File: src/rtl/sr_button_sequencer_if.sv
// Command bus between the button sequencer and the downstream SR flip-flop.
//   sr_out    : {S,R} command, 00 hold / 10 set / 01 reset
//   cmd_valid : high for exactly the cycle sr_out is non-zero
//   q_fb      : q output of the flip-flop, read back for verification
// master = sequencer side, slave = flip-flop side.
interface sr_button_sequencer_if;
    logic [1:0] sr_out;
    logic       cmd_valid;
    logic       q_fb;

    modport master (
        output sr_out,
        output cmd_valid,
        input  q_fb
    );

    modport slave (
        input  sr_out,
        input  cmd_valid,
        output q_fb
    );
endinterface

File: src/rtl/sr_button_sequencer.sv
// Upstream command stage for an SR flip-flop.
// Two raw push-buttons (set, reset) are synchronised, debounced and edge
// detected. Each press becomes a one-cycle {S,R} command on the bus. The
// illegal 11 code is never produced. The flip-flop's q is read back one
// cycle after each command, and any command that did not take effect is
// flagged.
// Ports:
//   clk      : clock, rising edge
//   reset    : synchronous, active-high reset
//   set_btn  : raw asynchronous set button, active-high
//   rst_btn  : raw asynchronous reset button, active-high
//   cmd      : command bus (sr_out, cmd_valid out; q_fb in)
//   busy     : sequencer not idle
//   conflict : one-cycle pulse when set and reset were resolved together
//   mismatch : sticky flag, q_fb differed from the commanded value
module sr_button_sequencer #(
    parameter int DEBOUNCE_CYCLES = 4,
    parameter int CNT_W           = 3
) (
    input  logic                        clk,
    input  logic                        reset,
    input  logic                        set_btn,
    input  logic                        rst_btn,
    sr_button_sequencer_if.master       cmd,
    output logic                        busy,
    output logic                        conflict,
    output logic                        mismatch
);

    typedef enum logic [1:0] {
        ST_IDLE  = 2'd0,
        ST_ISSUE = 2'd1,
        ST_CHECK = 2'd2
    } state_e;

    // Button index 0 is set, index 1 is reset.
    localparam int SET_IDX = 0;
    localparam int RST_IDX = 1;
    localparam logic [CNT_W-1:0] CNT_LAST = CNT_W'(DEBOUNCE_CYCLES - 1);

    logic [1:0]            btn_raw_s;
    logic [1:0]            sync1_q, sync1_d;
    logic [1:0]            sync2_q, sync2_d;
    logic [1:0]            stable_q, stable_d;
    logic [1:0][CNT_W-1:0] cnt_q, cnt_d;
    logic [1:0]            rise_s;
    logic [1:0]            pend_q, pend_d;
    logic [1:0]            clr_pend_s;

    state_e                state_q, state_d;
    logic                  exp_q, exp_d;
    logic [1:0]            sr_out_q, sr_out_d;
    logic                  cmd_valid_q, cmd_valid_d;
    logic                  busy_q, busy_d;
    logic                  conflict_q, conflict_d;
    logic                  mismatch_q, mismatch_d;

    assign btn_raw_s = {rst_btn, set_btn};

    // Synchroniser, debounce counter and stable-value update for both buttons.
    always_comb begin
        sync1_d  = btn_raw_s;
        sync2_d  = sync1_q;
        stable_d = stable_q;
        cnt_d    = cnt_q;
        rise_s   = 2'b00;
        for (int i = 0; i < 2; i++) begin
            if (sync2_q[i] != stable_q[i]) begin
                // Counter counts edges of disagreement; the edge that completes
                // the count both flips the stable value and rearms the counter.
                if (cnt_q[i] == CNT_LAST) begin
                    stable_d[i] = sync2_q[i];
                    cnt_d[i]    = {CNT_W{1'b0}};
                    rise_s[i]   = sync2_q[i];
                end else begin
                    cnt_d[i]    = cnt_q[i] + CNT_W'(1);
                end
            end else begin
                cnt_d[i] = {CNT_W{1'b0}};
            end
        end
    end

    // Pending flags: a new rise sets the flag even on the edge the FSM clears it.
    always_comb begin
        pend_d = (pend_q & ~clr_pend_s) | rise_s;
    end

    // FSM next state and registered-output values.
    always_comb begin
        state_d     = state_q;
        exp_d       = exp_q;
        sr_out_d    = 2'b00;
        cmd_valid_d = 1'b0;
        conflict_d  = 1'b0;
        mismatch_d  = mismatch_q;
        clr_pend_s  = 2'b00;
        case (state_q)
            ST_IDLE: begin
                if (pend_q[RST_IDX]) begin
                    state_d             = ST_ISSUE;
                    exp_d               = 1'b0;
                    sr_out_d            = 2'b01;
                    cmd_valid_d         = 1'b1;
                    clr_pend_s[RST_IDX] = 1'b1;
                    // Reset wins a tie; the set request is dropped, not deferred.
                    if (pend_q[SET_IDX]) begin
                        clr_pend_s[SET_IDX] = 1'b1;
                        conflict_d          = 1'b1;
                    end else begin
                        conflict_d          = 1'b0;
                    end
                end else if (pend_q[SET_IDX]) begin
                    state_d             = ST_ISSUE;
                    exp_d               = 1'b1;
                    sr_out_d            = 2'b10;
                    cmd_valid_d         = 1'b1;
                    clr_pend_s[SET_IDX] = 1'b1;
                end else begin
                    state_d = ST_IDLE;
                end
            end
            ST_ISSUE: begin
                // Flip-flop samples the command at the end of this cycle.
                state_d = ST_CHECK;
            end
            ST_CHECK: begin
                if (cmd.q_fb != exp_q) begin
                    mismatch_d = 1'b1;
                end else begin
                    mismatch_d = mismatch_q;
                end
                state_d = ST_IDLE;
            end
            default: begin
                state_d = ST_IDLE;
            end
        endcase
        busy_d = (state_d != ST_IDLE);
    end

    // State and output registers with synchronous reset.
    always_ff @(posedge clk) begin
        if (reset) begin
            sync1_q     <= 2'b00;
            sync2_q     <= 2'b00;
            stable_q    <= 2'b00;
            cnt_q       <= '0;
            pend_q      <= 2'b00;
            state_q     <= ST_IDLE;
            exp_q       <= 1'b0;
            sr_out_q    <= 2'b00;
            cmd_valid_q <= 1'b0;
            busy_q      <= 1'b0;
            conflict_q  <= 1'b0;
            mismatch_q  <= 1'b0;
        end else begin
            sync1_q     <= sync1_d;
            sync2_q     <= sync2_d;
            stable_q    <= stable_d;
            cnt_q       <= cnt_d;
            pend_q      <= pend_d;
            state_q     <= state_d;
            exp_q       <= exp_d;
            sr_out_q    <= sr_out_d;
            cmd_valid_q <= cmd_valid_d;
            busy_q      <= busy_d;
            conflict_q  <= conflict_d;
            mismatch_q  <= mismatch_d;
        end
    end

    assign cmd.sr_out    = sr_out_q;
    assign cmd.cmd_valid = cmd_valid_q;
    assign busy          = busy_q;
    assign conflict      = conflict_q;
    assign mismatch      = mismatch_q;

endmodule

File: src/flat_wrapper.sv
// flat-port wrapper written by rule: the top's interface ports become plain ports
module sr_button_sequencer_flat 
#(
    parameter int DEBOUNCE_CYCLES = 4,
    parameter int CNT_W           = 3
)
  (clk, reset, set_btn, rst_btn, busy, conflict, mismatch, cmd_sr_out, cmd_cmd_valid, cmd_q_fb);
  sr_button_sequencer_if cmd_i ();
  input  logic clk;
  input  logic reset;
  input  logic set_btn;
  input  logic rst_btn;
  output logic busy;
  output logic conflict;
  output logic mismatch;
  output wire logic [$bits(cmd_i.sr_out)-1:0] cmd_sr_out;
  output wire logic [$bits(cmd_i.cmd_valid)-1:0] cmd_cmd_valid;
  input wire logic [$bits(cmd_i.q_fb)-1:0] cmd_q_fb;
  assign cmd_sr_out = cmd_i.sr_out;
  assign cmd_cmd_valid = cmd_i.cmd_valid;
  assign cmd_i.q_fb = cmd_q_fb;
  sr_button_sequencer #(.DEBOUNCE_CYCLES(DEBOUNCE_CYCLES), .CNT_W(CNT_W)) u_core (.clk(clk), .reset(reset), .set_btn(set_btn), .rst_btn(rst_btn), .cmd(cmd_i), .busy(busy), .conflict(conflict), .mismatch(mismatch));
endmodule
File: config.mk
export PLATFORM = sky130hd
export DESIGN_NAME = sr_button_sequencer_flat
export DESIGN_NICKNAME = d
export VERILOG_FILES = /design/src/rtl/sr_button_sequencer_if.sv /design/src/rtl/sr_button_sequencer.sv /design/src/flat_wrapper.sv
export SDC_FILE = /design/constraint.sdc
export NUM_CORES = 1
export LEC_CHECK = 0
export CELL_PAD_IN_SITES_DETAIL_PLACEMENT = 0
export CELL_PAD_IN_SITES_GLOBAL_PLACEMENT = 1
export CORE_MARGIN = 1.5
export CORE_UTILIZATION = 43
export CTS_CLUSTER_DIAMETER = 200
export DETAILED_ROUTE_END_ITERATION = 10
export PLACE_DENSITY_LB_ADDON = 0.25
export RECOVER_POWER = 100
export SYNTH_ARGS = -nofsm -noshare
export SYNTH_HDL_FRONTEND = slang
export SYNTH_SLANG_ARGS = --single-unit
File: constraint.sdc
create_clock -name clk -period 2.1 [get_ports clk]
set_clock_uncertainty 0.2 [all_clocks]
set_input_delay 0.21 -clock clk [delete_from_list [all_inputs] [get_ports clk]]
set_output_delay 0.21 -clock clk [all_outputs]
set_load 0.005 [all_outputs]
Word-level counts from Yosys, hierarchy flattened --
Index checks and enable logic that the tools add are counted. W data, S select, Z words.
Word-level totals: bits in registers 23, output and inout bits 6, input bits 5
Operators by class: add/subtract/negate cells 2, reductions and logical operators 12, mux-type cells 15, bitwise operators 7, equal/unequal tests 7
Operator list (count):
- $reduce_or A3 Y1 | 4
- $mux W1 | 11
- $reduce_and A2 Y1 | 4
- $add A3 B1 Y3 const B | 2
- $eq A3 B2 Y1 const B | 2
- $mux W2 | 3
- $not A1 Y1 | 4
- $pmux W2 S2 | 1
- $reduce_bool A2 Y1 | 2
- $ne A1 B1 Y1 | 3
- $and A2 B2 Y2 | 1
- $eq A2 B1 Y1 const B | 1
- $eq A2 B2 Y1 const B | 1
- $logic_not A2 Y1 | 1
- $not A2 Y2 | 1
- $or A2 B2 Y2 | 1
- $reduce_or A2 Y1 | 1

Depth between registers and ports, before layout --
depth after elaboration 5, mapped depth 4

Worst setup path after synthesis --
No wires, ideal clock.
kind register -> register, start point register u_core.cnt_q[0] (netlist name), end point register u_core.cnt_q[1] (netlist name), cell stages (with the launch flop) 4, setup time 96 ps, clock period less this slack 1260 ps, slack 840 ps, path buffers 0, data arrival time 964 ps, path through dfxtp_1 ha_1 ha_1 nor4b_1
Between the ends: longest elaborated chain between the ends 2
RTL lines:
- start, declared | RTL line sr_button_sequencer.sv:45 | logic [1:0][CNT_W-1:0] cnt_q, cnt_d;
- start signal, assigned | RTL line sr_button_sequencer.sv:161 | cnt_q <= cnt_d;
- parallel branches: the longest is 2 deep, another holds $add A3 B1 Y3
Several ways; the timed one is not identified. A chain may end at the register's enable or synchronous reset.

Final worst setup path --
start point register u_core.mismatch_q (netlist: u_core.mismatch), end point output mismatch
RTL lines:
- start, declared | RTL line sr_button_sequencer.sv:56 | logic mismatch_q, mismatch_d;
- start signal, assigned | RTL line sr_button_sequencer.sv:169 | mismatch_q <= mismatch_d;
- end, declared | RTL line flat_wrapper.sv:15 | output logic mismatch;
No word-level cell between the ends.

==> flow_summary_export.csv <==
group,metric,value,unit
critical_path,crit_buf_inv,1,
power_and_ir_drop,leakage,0.000352,uW
critical_path,critical_path.max_fanout,2,
synthesis,yosys.area_share.simple,0.198,
finish,final_cell_mix,"dfxtp_1, dlygate4sd3_1",
synthesis,synth_top_area_frac,0.579,
synthesis,syn_avg_cell_area,11.4,um2
floorplanning,die_w,46.0,um
placed_design,place_ws,403,ps
sta,setup_tns,0,ps
sta,tightest_slew,437,ps
grt,grt_pass1_wl,1.72,mm
synthesis,ys_types,22,
synthesis,synthCells,70,
critical_path,cp_top_family,"buffers and inverters",
critical_path,worstPathArrival,1200,ps
finish,diodes,0,
clock_network,cts.sinks,23,
detailed_routing,drc,0,
synthesis,synthMuxAreaShare,0.0252,
sta,hold_viol,0,
sta,rsz0062_at_grt,"no",
critical_path,crit_type,"reg2out",
floorplanning,dieArea,2120,um2
critical_path,cp.required,1690,ps
clock_network,cts_max_level,1,
floorplanning,die_h,46.0,um
clock_network,postCtsSetupBuffers,0,
synthesis,synth_compound_area_frac,0.0708,
finish,fin_nets,93,
power_and_ir_drop,p_per_area,699,nW/um2
sta,fin_crit,1610,ps
grt,grt_use_total,0.115,
critical_path,slowest_stage,"dlygate4sd3_1",
synthesis,yosysWarnings,0,
synthesis,synth_top_family_by_area,"simple AND/OR/NAND/NOR gates",
critical_path,critPathCaptureType,"output pin",
synthesis,syn-num-nets,79,
min_path,hold_start,"u_core.cnt_q[3]",
finish,mostFrequentLayoutCell,"dfxtp_1",
clock_network,cts-resized-gates,0,
floorplanning,pin_count,11,
grt,antenna_found_initial,0,
critical_path,worstPathCellList,"dlygate4sd3_1",
clock_network,clockBufferDepth,2,
clock_network,cts_buffers,3,
detailed_routing,wirelength,1.01,mm
sta,setup_ws,492,ps
grt,grt_max_degree,13,
synthesis,yosys.area_share.adder,0.0629,
floorplanning,core_area,1730,um2
placed_design,placed_area,925,um2
finish,area_growth_syn_to_layout,18.2,%
clock_network,hold_buffers,0,
synthesis,ys_seq_area_frac,0.579,
critical_path,crit_start,"u_core.mismatch",
sta,slew_headroom,0.708,
grt,gr-total-overflow,0,
critical_path,critPathLaunchType,"flop",
finish,stdcell_area,941,um2
detailed_routing,via_per_inst,4.73,
placed_design,port_buffers,10,
placed_design,dp_hpwl,709,um
floorplanning,rows,15,
sta,fin_crit_sh,0.766,
min_path,hold_class,"reg2reg",
critical_path,cp_slowest_stage_delay,560,ps
detailed_routing,drtPass1Iterations,3,
job,drv_cap,0,
grt,grt_pass1_vias,427,
sta,final_max_slew_viol_count,0,
synthesis,ys_ff_latch,23,
status,status,"finished clean",
sta,setup_viol,0,
clock_network,clock_latency,300,ps
clock_network,cts_root_buf,"clkbuf_4",
synthesis,syn_area,796,um2
detailed_routing,routedWlPerCell,9.36,um
finish,drive_above_1_share,0.0602,
placed_design,gp_congestion,0.714,
synthesis,ys_top_cells_by_area,"dfxtp_1, ha_1, xnor2_1, nor2b_1, nor4_1",
clock_network,cts_tree,"yes",
power_and_ir_drop,ir_worst_vdd,0.288,mV
synthesis,synth_xor_area_frac,0.0330,
detailed_routing,drtIter0Drc,4,
detailed_routing,antenna_left,0,
critical_path,reg2reg_from,"u_core.cnt_q[3]",
clock_network,clk_pin_slew,110,ps
synthesis,yosysTopAreaCell,"dfxtp_1",
floorplanning,start_util,0.461,
detailed_routing,num_vias,511,
sta,fmax,622,MHz
-- path summary, 6_finish.rpt --
path / end / depth (start not counted) / slack [ps]
hold reg to reg: u_core.cnt_q[3] / 1 / 240
setup / recovery: mismatch / 1 / 490
hold / removal: u_core.cnt_q[3] / 1 / 240
setup reg to reg: u_core.cnt_q[4] / 3 / 740
-- state kept, by name, indices dropped and copies added (netlist names), 2 cells and up --
signal	count
u_core.cmd.sr_out	2
u_core.pend_q	2
u_core.cnt_q	6
u_core.sync2_q	2
u_core.sync1_q	2
u_core.stable_q	2
u_core.state_q	2
-- final cells by class --
type                       instances  area [um2]
fill                             162         786
inverter                           4        15.0
tap                               25        31.3
multi-input combinational         41         304
clock buffer                       4        26.3
sequential                        23         460
timing repair buffer              11         104
-- cell families after synthesis --
| group | Yosys count |
|---|---|
| adder cells (fa/ha/maj) | 4 |
| AND/OR/NAND/NOR | 24 |
| AO/OA/AOI/OAI | 8 |
| buffers and inverters | 6 |
| flip-flops | 23 |
| XOR/XNOR | 3 |
| multiplexers | 2 |
-- metal layers --
layer | part of all wire | vias up | global-route usage
li1 | - | 272 | -
met1 | 0.55 | 223 | 0.150
met2 | 0.38 | 12 | 0.164
met3 | 0.049 | 4 | 0.0238
met4 | 0.023 | 0 | 0.0857
met5 | 0 | - | 0
-- Yosys cell counts --
| cell | number |
|---|---|
| and3b_2 | 1 |
| dfxtp_1 | 23 |
| nor4_1 | 4 |
| nor3b_1 | 1 |
| nor3_1 | 3 |
| ha_1 | 4 |
| buf_2 | 2 |
| or3b_1 | 2 |
| mux2i_1 | 2 |
| a21oi_1 | 2 |
| nor2_1 | 3 |
| nand3b_1 | 2 |
| o21a_1 | 2 |
| nor2b_1 | 4 |
| and3_2 | 1 |
| nor4b_1 | 2 |
| o22ai_1 | 1 |
| inv_1 | 4 |
| and2_1 | 1 |
| a221oi_2 | 1 |
| xnor2_1 | 3 |
| o21ai_0 | 2 |
-- report_power, final --
part	switching [uW]	total, uW	internal, uW
logic	9.77	21.0	11.3
registers	2.27	443	441
clock network	119	193	74.1
total	131	657	526
-- per-stage QoR --
step                hold slack, ps  total power (uW)  cells   util
CTS                            241               667    108  0.551
finish                         236               657    108  0.545
detailed placement             224               476    104  0.536
floorplan                      138               465     70      -
global route                   253               686    108  0.545
global placement               218               475    104  0.536
-- worst reg2reg max path, cell delays in order, from the launching register on --
cell	delay, ps
dfxtp_1	330
ha_1	190
ha_1	260
nor4b_1	290
(Power assumes the default switching activity.)
